$ cat src/rtl/encrypt_function_3.sv
// encrypt_function_3 - transmit-side stage-3 masking encryptor.
// Takes a 60-bit plaintext and a 6-bit tag. It draws an 11-bit key (rand_9)
// from an internal Fibonacci LFSR. It adds a key-derived pattern b to {p, x0}
// modulo 2^61 and emits the packet {y[60:0], rand_9[10:0], tag[5:0]}.
// Optional feature macro: ENC3_PARITY_EN. When it is defined, x0 carries the
// even parity of p. When it is undefined, x0 is tied to zero.
module encrypt_function_3 #(
    parameter logic [10:0] SEED     = 11'h5A5,
    parameter logic [10:0] TAP_MASK = 11'h500
) (
    input  logic        Clk,
    input  logic        Rst_n,
    input  logic        in_valid,
    output logic        in_ready,
    input  logic [59:0] in_data,
    input  logic [5:0]  in_tag,
    output logic        out_valid,
    input  logic        out_ready,
    output logic [77:0] out_data,
    output logic [10:0] lfsr_state
);

    typedef enum logic [1:0] {
        IDLE = 2'd0,
        MASK = 2'd1,
        SUM  = 2'd2,
        HOLD = 2'd3
    } state_t;

    state_t      state_r;
    state_t      state_s;
    logic        in_ready_r;
    logic        out_valid_r;
    logic [77:0] out_data_r;
    logic [10:0] lfsr_r;
    logic [59:0] p_r;
    logic [5:0]  tag_r;
    logic [10:0] rand_r;
    logic [60:0] x_r;
    logic [59:0] b_r;
    logic        accept_s;
    logic        x0_s;
    logic [60:0] y_s;

    // Even parity of a plaintext word.
    function automatic logic parity60(input logic [59:0] v);
        return ^v;
    endfunction

    // One Fibonacci LFSR step. The all-zero lock-up state is escaped to 1.
    function automatic logic [10:0] lfsr_step(input logic [10:0] v);
        logic [10:0] nxt;
        if (v == 11'h000) begin
            nxt = 11'h001;
        end else begin
            nxt = {v[9:0], ^(v & TAP_MASK)};
        end
        return nxt;
    endfunction

    // Key-derived mask pattern b. The two inverted fields stop an all-zero
    // or all-one key from producing a trivial mask.
    function automatic logic [59:0] build_mask(input logic [10:0] r);
        return {r[4:0], r, ~r, r, r, ~r};
    endfunction

    assign accept_s   = (state_r == IDLE) && in_valid && in_ready_r;
    assign y_s        = x_r + {1'b0, b_r};
    assign in_ready   = in_ready_r;
    assign out_valid  = out_valid_r;
    assign out_data   = out_data_r;
    assign lfsr_state = lfsr_r;

    // Select the low bit of x: the parity observable, or zero.
    always_comb begin
        x0_s = 1'b0;
`ifdef ENC3_PARITY_EN
        x0_s = parity60(p_r);
`else
        x0_s = 1'b0;
`endif
    end

    // Next-state logic of the accept/mask/sum/hold sequence.
    always_comb begin
        state_s = state_r;
        case (state_r)
            IDLE: begin
                if (accept_s) begin
                    state_s = MASK;
                end else begin
                    state_s = IDLE;
                end
            end
            MASK: state_s = SUM;
            SUM:  state_s = HOLD;
            HOLD: begin
                if (out_ready) begin
                    state_s = IDLE;
                end else begin
                    state_s = HOLD;
                end
            end
            default: state_s = IDLE;
        endcase
    end

    // State register and the registered in_ready. in_ready stays low until the
    // first clock edge after reset release, which synchronises the release.
    always_ff @(posedge Clk or negedge Rst_n) begin
        if (!Rst_n) begin
            state_r    <= IDLE;
            in_ready_r <= 1'b0;
        end else begin
            state_r    <= state_s;
            in_ready_r <= (state_s == IDLE);
        end
    end

    // Capture the accepted word, then build x and b one cycle later.
    always_ff @(posedge Clk or negedge Rst_n) begin
        if (!Rst_n) begin
            p_r    <= 60'd0;
            tag_r  <= 6'd0;
            rand_r <= 11'd0;
            x_r    <= 61'd0;
            b_r    <= 60'd0;
        end else begin
            if (accept_s) begin
                p_r    <= in_data;
                tag_r  <= in_tag;
                rand_r <= lfsr_r;
            end
            if (state_r == MASK) begin
                x_r <= {p_r, x0_s};
                b_r <= build_mask(rand_r);
            end
        end
    end

    // The key generator advances only when a word is accepted.
    always_ff @(posedge Clk or negedge Rst_n) begin
        if (!Rst_n) begin
            lfsr_r <= SEED;
        end else if (accept_s) begin
            lfsr_r <= lfsr_step(lfsr_r);
        end
    end

    // Register the packet. It is held stable until downstream takes it.
    always_ff @(posedge Clk or negedge Rst_n) begin
        if (!Rst_n) begin
            out_valid_r <= 1'b0;
            out_data_r  <= 78'd0;
        end else begin
            case (state_r)
                SUM: begin
                    out_valid_r <= 1'b1;
                    out_data_r  <= {y_s, rand_r, tag_r};
                end
                HOLD: begin
                    if (out_ready) begin
                        out_valid_r <= 1'b0;
                    end
                end
                default: begin
                    out_valid_r <= out_valid_r;
                end
            endcase
        end
    end

endmodule

$ cat config.mk
export PLATFORM = sky130hd
export DESIGN_NAME = encrypt_function_3
export DESIGN_NICKNAME = d
export VERILOG_FILES = /design/src/rtl/encrypt_function_3.sv
export SDC_FILE = /design/constraint.sdc
export NUM_CORES = 1
export LEC_CHECK = 0
export ABC_CLOCK_PERIOD_IN_PS = 4100
export BUFFER_PORTS_ARGS = -buffer_cell sky130_fd_sc_hd__buf_2
export CORE_MARGIN = 2
export CORE_UTILIZATION = 50
export DETAILED_ROUTE_END_ITERATION = 10
export GPL_ROUTABILITY_DRIVEN = 0
export PLACE_DENSITY = 0.72
export SETUP_SLACK_MARGIN = 0.4
export SYNTH_ARGS = -nofsm -noshare
export SYNTH_HDL_FRONTEND = slang
export SYNTH_SLANG_ARGS = --single-unit
export TNS_END_PERCENT = 1
$ cat constraint.sdc
create_clock -name Clk -period 4.1 [get_ports Clk]
set_input_delay 0.615 -clock Clk [delete_from_list [all_inputs] [get_ports Clk]]
set_output_delay 0.615 -clock Clk [all_outputs]
set_load 0.01 [all_outputs]
==> impl_results.md, run 1 <==
* Slew @ Worst Pin at between 1000 and 1500 ps
* Register area share after synthesis at 0.491
* Flops & latches, synth at between 200 and 300
* Post-synth top area share at 0.478
* Initial DRT Pass Iterations at 5
* Fillers at approximately 2,300
* Final Routed Wirelength at approximately 33 mm
* CTS resizes at 0
* Fin crit share at 0.812
* Max-cap violations at 0
* Most used DFF post-synth: dfrtp_1
* Fmax at 300 MHz
* Fin nets at approximately 1,600
* Setup TNS at 0 ps
* Die Y at ~160 um
* # IOs at 161
* CTS tree: done
* Peak supply drop at between 0.0006 and 0.0007 V
* Most instantiated cells after synthesis: nand2_1, dfrtp_1, o21ai_0, mux2_2, a21oi_1
* CTS root buf: clkbuf_16
* Clk slew on worst S/H paths at 60 ps
* Worst Hold Class: input port to asynchronous set/reset pin
* Hold buffers post-CTS at 0
* Total GRT Usage at 0.246
* # rows at 58
* Initial core utilization at 0.510
* Global-route met1 utilization at 0.345
* # DRC at 0
* Setup crit end kind: flip-flop
* Crit Path Max Fanout at 4
* Avg Cell Area, Syn at between 9 and 10 um2
* Clk sinks at approximately 250
* Worst R2R Setup Slack at 770 ps
* Setup Viol. Count Final at 0
* Layout area overhead at 15.5%
* Cell Pwr Density at 802 mW/mm2
* Grt met2 use at 0.381
* CTS Buf Count at 27
* Vias in the first global route at around 9,600
* Yosys cell types at a little under 70
* Post-layout minimum cycle time at between 3000 and 4000 ps
* Setup bufs post-CTS at 0
* CP max stage cell: fa_1
* P_leak at ~7.7 nW
* H-tree depth at 1
* CP required at 4520 ps
* Skew-Pair Late Insertion Delay at 540 ps
* CP arrival at 3750 ps
* Worst slew margin at 0.261
* Die area at approximately 0.027 mm2
* GRT Max-Usage Layer: met2
* Share of cells above drive strength 1 at 0.208
* Most common cell in the netlist: nand2_1
* Status: finished, final reports clean
* Synth warn at 0
* Total congestion overflow at 0
* Max-slew violations at 0
* Worst path cell trace: ha_1, fa_1, a211oi_2, o21bai_2, a21oi_4, o21ai_1, a21oi_2, o21ai_2, a41oi_1, nor3_1, a311o_1
* Critical path startpoint category: flip-flop
* Asr flop ratio synth at 1.00
* Worst setup margin at about 770 ps
* Initial antenna violation count at 1
* First-pass GRT wire length at about 52 mm
* Skew final at a little over 7 ps
* Final HPWL DP at around 24 mm
* Wire length per cell after detailed routing at 17.9 um
* Post-synth EDFFs at 0
* PortBufs at 160
* Core footprint at between 0.02 and 0.03 mm2
* Largest stage delay, worst path at around 440 ps
* Met3 usage at 0.0482
* Largest net degree at the start of global routing at between 90 and 100
* Final hold vios at 0
* Synth area leaders: dfrtp_1, nand2_1, mux2_2
* Syn Nets at ~1,500
* Mapped Area at between 0.01 and 0.015 mm2
* Die W at between 150 and 200 um
* Clock tree buffer depth at 3
* Via Count at a little over 10,000
* RSZ-0062 raised after global routing: no
* Largest area contributor in the netlist: dfrtp_1
* Initial DRC count at 745
* Worst setup path category: flip-flop to flip-flop
* Post-Synthesis Cells at ~1,400
* Pre-CTS setup slack at around 850 ps
* Final ANT Viol Nets at 0
* Vias/cell at between 5 and 6
[layout make-up]
class                   count  area [um2]  share of cell area
flip-flops and latches    252        6310               0.425
clock inverters            13         166              0.0112
well taps                 330         413              0.0278
multi-input cells        1027        6230               0.419
clock buffers              37         773              0.0520
repair buffers            169         903              0.0608
diodes                      1        2.50            0.000168
inverters                  18        67.6             0.00454
[where the power goes]
part,switching [mW],total (mW),internal [mW]
clock,1.01,2.53,1.52
combinational,3.11,5.13,2.03
sequential,0.774,4.27,3.49
[state kept, by name, indices dropped and copies added (netlist names), 2 cells and up]
signal	count
out_data	78
p_r	60
x_r	60
b_r	22
lfsr_state	11
rand_r	11
tag_r	6
state_r	2
[layer usage]
layer,vias to the layer above,share of wire
met5,-,0
met4,0,0.038
met3,71,0.072
met2,354,0.45
met1,4884,0.44
li1,4946,-
[layout by cell type, fill, tap and decap left out, types with 5 or more instances in the layout]
master       n
clkinv_2     5
nand3_1     14
buf_4        7
dfrtp_1    246
nor2b_1      5
nand2_1    433
xor2_1      18
a21oi_1     64
buf_2      159
a211oi_1     7
nand4_1     23
nor3_1      17
xnor2_1     34
clkbuf_16   27
o21ai_1     18
a21o_1      34
a31oi_1      9
ha_1        59
and3_1       5
nor2_1      41
mux2_2      71
o21bai_1    15
o21ai_0     81
inv_1       18
dfstp_2      6
o21a_1       7
clkbuf_8     6
[critical path, delay by kind of cell (launching register included)]
kind | cells | cell delay, ps
fa+ha+maj | 2 | 670
simple gates | 1 | 140
compound gates | 8 | 1980
flops | 1 | 410
[through the flow]
stage	instances	utilization	hold WS [ps]	power, mW	area (um2)
2_1_floorplan	1369	-	319	7.70	12900
3_3_place_gp	1796	0.551	453	9.28	13900
3_5_place_dp	1796	0.551	451	9.38	13900
4_1_cts	1846	0.589	130	12.0	14900
5_1_grt	1846	0.589	162	12.7	14900
6_report	1847	0.589	112	11.9	14900
[worst paths after layout]
path	startpoint	endpoint	depth (start not counted)
worst max-delay path	b_r[34]	out_data[76]	11
worst min-delay path	Rst_n	p_r[11]	1
worst max register to register	b_r[34]	out_data[76]	11
worst min register to register	p_r[51]	p_r[51]	2
max in group asynchronous	Rst_n	lfsr_state[2]	2
min in group Clk	in_data[49]	p_r[49]	3
[kinds of logic (layout without fill, tap and decap cells)]
family	Yosys count	after routing	synth area share
and+or+nand+nor	563	563	0.181
AOI/OAI and AO/OA	281	281	0.145
DFF	252	252	0.491
buffers and inverters	90	237	0.0278
muxes	71	71	0.0621
adders and majority gates	60	60	0.0589
xor gates and xnor gates	52	52	0.0354
other	0	1	0
Power figures use the tool's default switching activity.
==> run 2, diff against run 1 <==
Settings changed: ABC_AREA set to 1, ABC_CLOCK_PERIOD_IN_PS 4100 to 3000, PLACE_DENSITY 0.72 to 0.74.
Clock period 4.1 ns to 3 ns, I/O delays scaled along.
==> impl_results.md, run 2 <==
* Fin nets at 2,351 (+45%)
* Most instantiated cells after synthesis: nand2_1, inv_1, dfrtp_1, o21ai_0, nor2_1
* Hold path start: in_data[4]
* Post-Synthesis Cells at 2,070 (+51%)
* Worst R2R Setup Slack at 480 ps (-290 ps)
* CP arrival at 2920 ps (-830 ps)
* Final HPWL DP at 32.2 mm (+33%)
* Setup TNS at 0 ps (unchanged)
* # DRC at 0 (unchanged)
* Most frequent cells in the layout: nand2_1, inv_1, dfrtp_1, buf_2, o21ai_0
* Fmax at 396 MHz (+32%)
* Post-synth EDFFs at 0 (unchanged)
* Vias in the first global route at 12,800 (+33%)
* Via Count at 13,600 (+33%)
* Post-layout minimum cycle time at 2520 ps (-806 ps)
* Clk slew on worst S/H paths at 60 ps (about the same)
* RSZ-0062 raised after global routing: yes
* Core footprint at 0.0286 mm2 (+13%)
* Max-cap violations at 0 (unchanged)
* Most common cell in the netlist: nand2_1
* PortBufs at 160 (unchanged)
* Clk sinks at 252 (unchanged)
* Setup Viol. Count Final at 0 (unchanged)
* Total GRT Usage at 0.278 (+0.0321)
* Final ANT Viol Nets at 0 (unchanged)
* Worst setup path category: flip-flop to flip-flop
* Crit Path Max Fanout at 4 (unchanged)
* Layout area overhead at 14.8%
* Sw frac at 0.487 (+0.0774)
* Avg Cell Area, Syn at 7.00 um2 (-26%)
* Largest net degree at the start of global routing at 130 (+34%)
* Wire length per cell after detailed routing at 15.8 um (-12%)
* Yosys cell types at 35 (-49%)
* Setup crit end kind: flip-flop
* Mapped Area at 0.0145 mm2 (+13%)
* Final Routed Wirelength at 41.6 mm (+26%)
* Diode count at 0 (-1)
* Initial core utilization at 0.506 (-0.00353)
* First-pass GRT wire length at 66.9 mm (+28%)
* Syn Nets at 2,200 (+47%)
* Combinational share of power at 0.542 (+0.112)
* Commonest non-fill, non-tap cell in the layout: nand2_1
* Final hold vios at 0 (unchanged)
* Worst slew margin at 0.215 (-0.0453)
* Critical path startpoint category: flip-flop
* Reg2Reg Depth at 10 (-1)
* Max-slew violations at 0 (unchanged)
* Die Y at 174 um (+5.9%)
* P_leak at 9.39 nW (+23%)
* Flops & latches, synth at 252 (unchanged)
* Initial antenna violation count at 0 (-1)
* Synth warn at 0 (unchanged)
* Skew final at 13.7 ps (+6.57 ps)
* CP required at 3400 ps (-1120 ps)
* Initial DRT Pass Iterations at 5 (unchanged)
* CTS tree: done
* Clock share of power at 0.159 (-0.053)
* Register area share after synthesis at 0.436 (-0.0548)
* # IOs at 161 (unchanged)
* Hold depth at 3
* Worst Setup SP: b_r[34]
* Total congestion overflow at 0 (unchanged)
* Skew-Pair Late Insertion Delay at 550 ps (about the same)
* Hold slack at 94.5 ps (-17.7 ps)
* Sequential Power Share at 0.298 (-0.060)
* Clock tree buffer depth at 3 (unchanged)
* CTS Buf Count at 27 (unchanged)
* Asr flop ratio synth at 1.00 (unchanged)
* Largest area contributor in the netlist: dfrtp_1
* Fin crit share at 0.841 (+0.0292)
* H-tree depth at 1 (unchanged)
* Internal Power at 10.7 mW (+52%)
* Slew @ Worst Pin at 1180 ps (+66.6 ps)
* Synth area leaders: dfrtp_1, nand2_1, inv_1
* # rows at 62 (+6.9%)
* Reg-to-reg startpoint: b_r[34]
* CTS root buf: clkbuf_16
* Peak supply drop at 0.000740 V (+7.4%)
* Max reg flops at 78 (unchanged)
* Status: finished, final reports clean
* Die area at 0.0303 mm2 (+12%)
* Initial DRC count at 1,376 (+85%)
* Post-synth top area share at 0.425 (-0.0534)
* Switch Pwr at 10.2 mW (+110%)
* Vias/cell at 5.19 (-6.5%)
* Share of cells above drive strength 1 at 0.121 (-0.0875)
* Worst Hold Class: input port to flip-flop
* Most used DFF post-synth: dfrtp_1
* Die W at 174 um (+5.9%)
* Cell Pwr Density at 1260 mW/mm2 (+57%)
==> run 2: per-stage QoR <==
stage	std cells	worst slack (ps)	power (mW)	util	instance area (um2)
final	2625	477	20.9	0.581	16600
after CTS	2625	577	20.7	0.581	16600
after floorplan	2070	1100	13.5	-	14500
after global placement	2575	631	17.0	0.549	15700
after global routing	2625	361	22.6	0.581	16600
after detailed placement	2575	586	17.3	0.549	15700
==> run 2: power by group through the flow <==
stage | clock [mW] | sequential [mW] | combinational, mW
after CTS | 3.40 | 6.20 | 11.1
after global routing | 3.53 | 6.39 | 12.7
final | 3.33 | 6.23 | 11.3
after detailed placement | 0 | 6.24 | 11.0
after global placement | 0 | 6.20 | 10.8
after floorplan | 0 | 6.02 | 7.53
==> run 2: layer usage <==
metal  vias up  share of wire  global-route usage
met5         -              0                   0
met4         0          0.049               0.125
met3       119          0.091              0.0400
met2       613           0.41               0.406
met1      6226           0.45               0.409
li1       6663              -                   -
==> run 2: cell type report <==
type / count / area (um2)
clock inverters: 8 / 97.6
fillers: 2692 / 12000
well taps: 384 / 480
clock buffers: 41 / 798
flip-flops and latches: 252 / 6310
inverters: 309 / 1160
repair buffers: 173 / 973
multi-input cells: 1458 / 6800
==> run 2: final timing paths <==
path                                 to
max in group asynchronous  out_data[70]
hold / removal                   p_r[4]
setup / recovery           out_data[42]
setup reg to reg           out_data[42]
min in group asynchronous      tag_r[2]
hold reg to reg                 b_r[40]
==> run 2: worst max-delay path: stages (launching register included) <==
cell and delay, ps:
dfrtp_1 420, ha_1 270, fa_1 490, nand2_1 120, nand3_1 80, nand3_1 110, nand2_2 110, nand3_1 80
nand3_1 230, xnor2_1 360, o21ai_1 90
==> run 2: repair_timing <==
item | CTS | global route
setup buffers | 0 | 0
hold endpoints to repair | 57 | 0
gates resized for setup | 0 | 2
hold buffers | 1 | 0
setup endpoints to repair | 0 | 4
==> run 2: cell families after synthesis <==
| logic type | share of synthesized area |
|---|---|
| buffers and inverters | 0.0961 |
| XOR/XNOR | 0.0151 |
| adder cells (fa/ha/maj) | 0.0523 |
| AO/OA/AOI/OAI | 0.0753 |
| AND/OR/NAND/NOR | 0.325 |
| flip-flops | 0.436 |
==> run 3, diff against run 2 <==
Settings changed: ABC_CLOCK_PERIOD_IN_PS 3000 to 2100.
Clock period 3 ns to 2.1 ns, I/O delays scaled along.
==> impl_results.md, run 3 (same netlist as run 2, synthesis figures left out) <==
* Vias/cell at 5.34 (+3.0%)
* Diode count at 0 (unchanged)
* Most frequent cells in the layout: nand2_1, inv_1, dfrtp_1, buf_2, o21ai_0
* Skew final at 21.9 ps (+8.21 ps)
* CTS Buf Count at 27 (unchanged)
* Setup TNS at -1200 ps (-1200 ps)
* CTS tree: done
* Worst setup margin at -106 ps (-583 ps)
* P_leak at 10.4 nW (+11%)
* Reg2Reg Depth at 13 (+3)
* Crit Path Max Fanout at 4 (unchanged)
* Worst path cell trace: ha_4, buf_4, nand2_2, nor2_4, nand2_1, inv_1, nand3_1, nand3_4, nand2_2, nand2_1, nand2_1, nand3_1, nand2_1
* WHS Endpoint: p_r[46]
* Setup crit end kind: flip-flop
* Fin crit share at 1.05 (+0.210)
* Status: complete, but fails checks
* Via Count at 15,000 (+10%)
* Cell mode on critical path: nand2_1
* Fmax at 453 MHz (+14%)
* Initial core utilization at 0.506 (unchanged)
* CP required at 2540 ps (-860 ps)
* # DRC at 0 (unchanged)
* Final HPWL DP at 32.9 mm (+2.3%)
* Worst slew margin at 0.680 (+0.465)
* Die W at 174 um (unchanged)
* Fin nets at 2,533 (+7.7%)
* First-pass GRT wire length at 72.6 mm (+8.5%)
* Layout area overhead at 36.7%
* Largest net degree at the start of global routing at 112 (-14%)
* Fillers at 2,155 (-20%)
* CTS root buf: clkbuf_16
* Clk slew on worst S/H paths at 60 ps (about the same)
* Hold path start: in_data[46]
* Largest stage delay, worst path at 470 ps (-20 ps)
* Hold depth at 3 (unchanged)
* Dpl cells at 2,683 (+4.2%)
* CP arrival at 2640 ps (-280 ps)
* Critical path startpoint category: flip-flop
* Tot Pwr at 36.7 mW (+76%)
* H-tree depth at 1 (unchanged)
* Skew-Pair Late Insertion Delay at 570 ps (+20 ps)
* Final ANT Viol Nets at 0 (unchanged)
* Slew @ Worst Pin at 480 ps (-696 ps)
* Initial DRC count at 1,618 (+18%)
* # rows at 62 (unchanged)
* Initial DRT Pass Iterations at 8 (+3)
* Setup Viol. Count Final at 26 (+26)
* Worst R2R Setup Slack at -110 ps (-580 ps)
* Wire length per cell after detailed routing at 17.2 um (+8.3%)
* Die Y at 174 um (unchanged)
* Max-slew violations at 0 (unchanged)
* Peak supply drop at 0.000820 V (+11%)
* Clock tree buffer depth at 3 (unchanged)
* Final Routed Wirelength at 48.1 mm (+16%)
* # IOs at 161 (unchanged)
* Commonest non-fill, non-tap cell in the layout: nand2_1
* Final hold vios at 0 (unchanged)
* Max reg flops at 78 (unchanged)
* Share of cells above drive strength 1 at 0.275 (+0.154)
* Initial antenna violation count at 0 (unchanged)
* Reg-to-reg startpoint: b_r[52]
* Total GRT Usage at 0.301 (+0.0234)
* Core footprint at 0.0286 mm2 (unchanged)
* Non-Filler Instances at 2,806 (+6.9%)
* Cell Pwr Density at 1860 mW/mm2 (+48%)
* CP max stage cell: dfrtp_2
* Failing checks: setup timing
* Vias in the first global route at 14,000 (+9.5%)
* R2R Path End: out_data[56]
* Worst Hold Class: input port to flip-flop
* RSZ-0062 raised after global routing: yes
* Post-layout minimum cycle time at 2210 ps (-317 ps)
* PortBufs at 160 (unchanged)
* Max-cap violations at 0 (unchanged)
* Total congestion overflow at 0 (unchanged)
* Register area at 0.00634 mm2 (+0.44%)
* Worst setup path category: flip-flop to flip-flop
* Clk sinks at 252 (unchanged)
* Die area at 0.0303 mm2 (unchanged)
* Multi-input gate area at 0.00832 mm2 (+22%)
==> run 3: cell count changes in the layout (fill, tap and decap cells not counted), sizes merged <==
| cell | delta |
|---|---|
| clkinv | +5 |
| bufinv | +3 |
| buf | +123 |
| inv | -2 |
| dlygate4sd3 | +59 |
| clkbuf | -7 |
==> run 3: how the worst max path moves through the flow <==
stage / startpoint / to / slack, ps / depth (start not counted)
2_1_floorplan: b_r[34] / out_data[74] / 320 / 12
3_3_place_gp: b_r[58] / out_data[76] / -260 / 12
3_5_place_dp: b_r[58] / out_data[76] / -290 / 12
4_1_cts: b_r[34] / out_data[54] / -30 / 11
5_1_grt: b_r[49] / out_data[72] / -180 / 12
6_report: b_r[52] / out_data[56] / -110 / 13
==> run 3: power breakdown <==
part,internal [mW],switching (mW)
Sequential,7.21,2.20
Clock,3.03,2.03
Combinational,9.17,13.1
Total,19.4,17.3
==> run 3: metrics by stage <==
step	hold WS [ps]	area, um2	utilization	setup WS (ps)
CTS	2.54	19000	0.665	-30.5
global placement	249	16500	0.578	-262
finish	3.05	19800	0.692	-106
detailed placement	248	16500	0.578	-289
global route	3.70	19800	0.692	-176
floorplan	19.4	14500	-	317
==> run 3: timing repair <==
item,CTS,global route
endpoints found under the hold margin,100,0
pin swaps,39,47
resized for setup,171,160
hold buffers,60,0
setup buffers,7,8
setup endpoints to repair,57,59
==> run 3: cell type report <==
class,instances,area share
multi-input combinational,1458,0.420
sequential,252,0.320
timing repair buffer,355,0.129
inverter,309,0.0587
clock buffer,34,0.0380
tap,384,0.0243
clock inverter,14,0.00986
==> run 3: critical path, delay by kind of cell (launching register included) <==
kind,cells,cell delay [ps]
adders and majority gates,1,310
and+or+nand+nor,10,1030
DFF,1,470
buffers and inverters,2,260
==> run 3: routing by layer <==
layer / vias to the layer above / global-route usage / wire length [um]
met3: 163 / 0.0525 / 4680
met1: 6954 / 0.417 / 19800
met5: - / 0 / 0
met2: 853 / 0.470 / 21400
met4: 0 / 0.124 / 2250
li1: 7022 / - / -
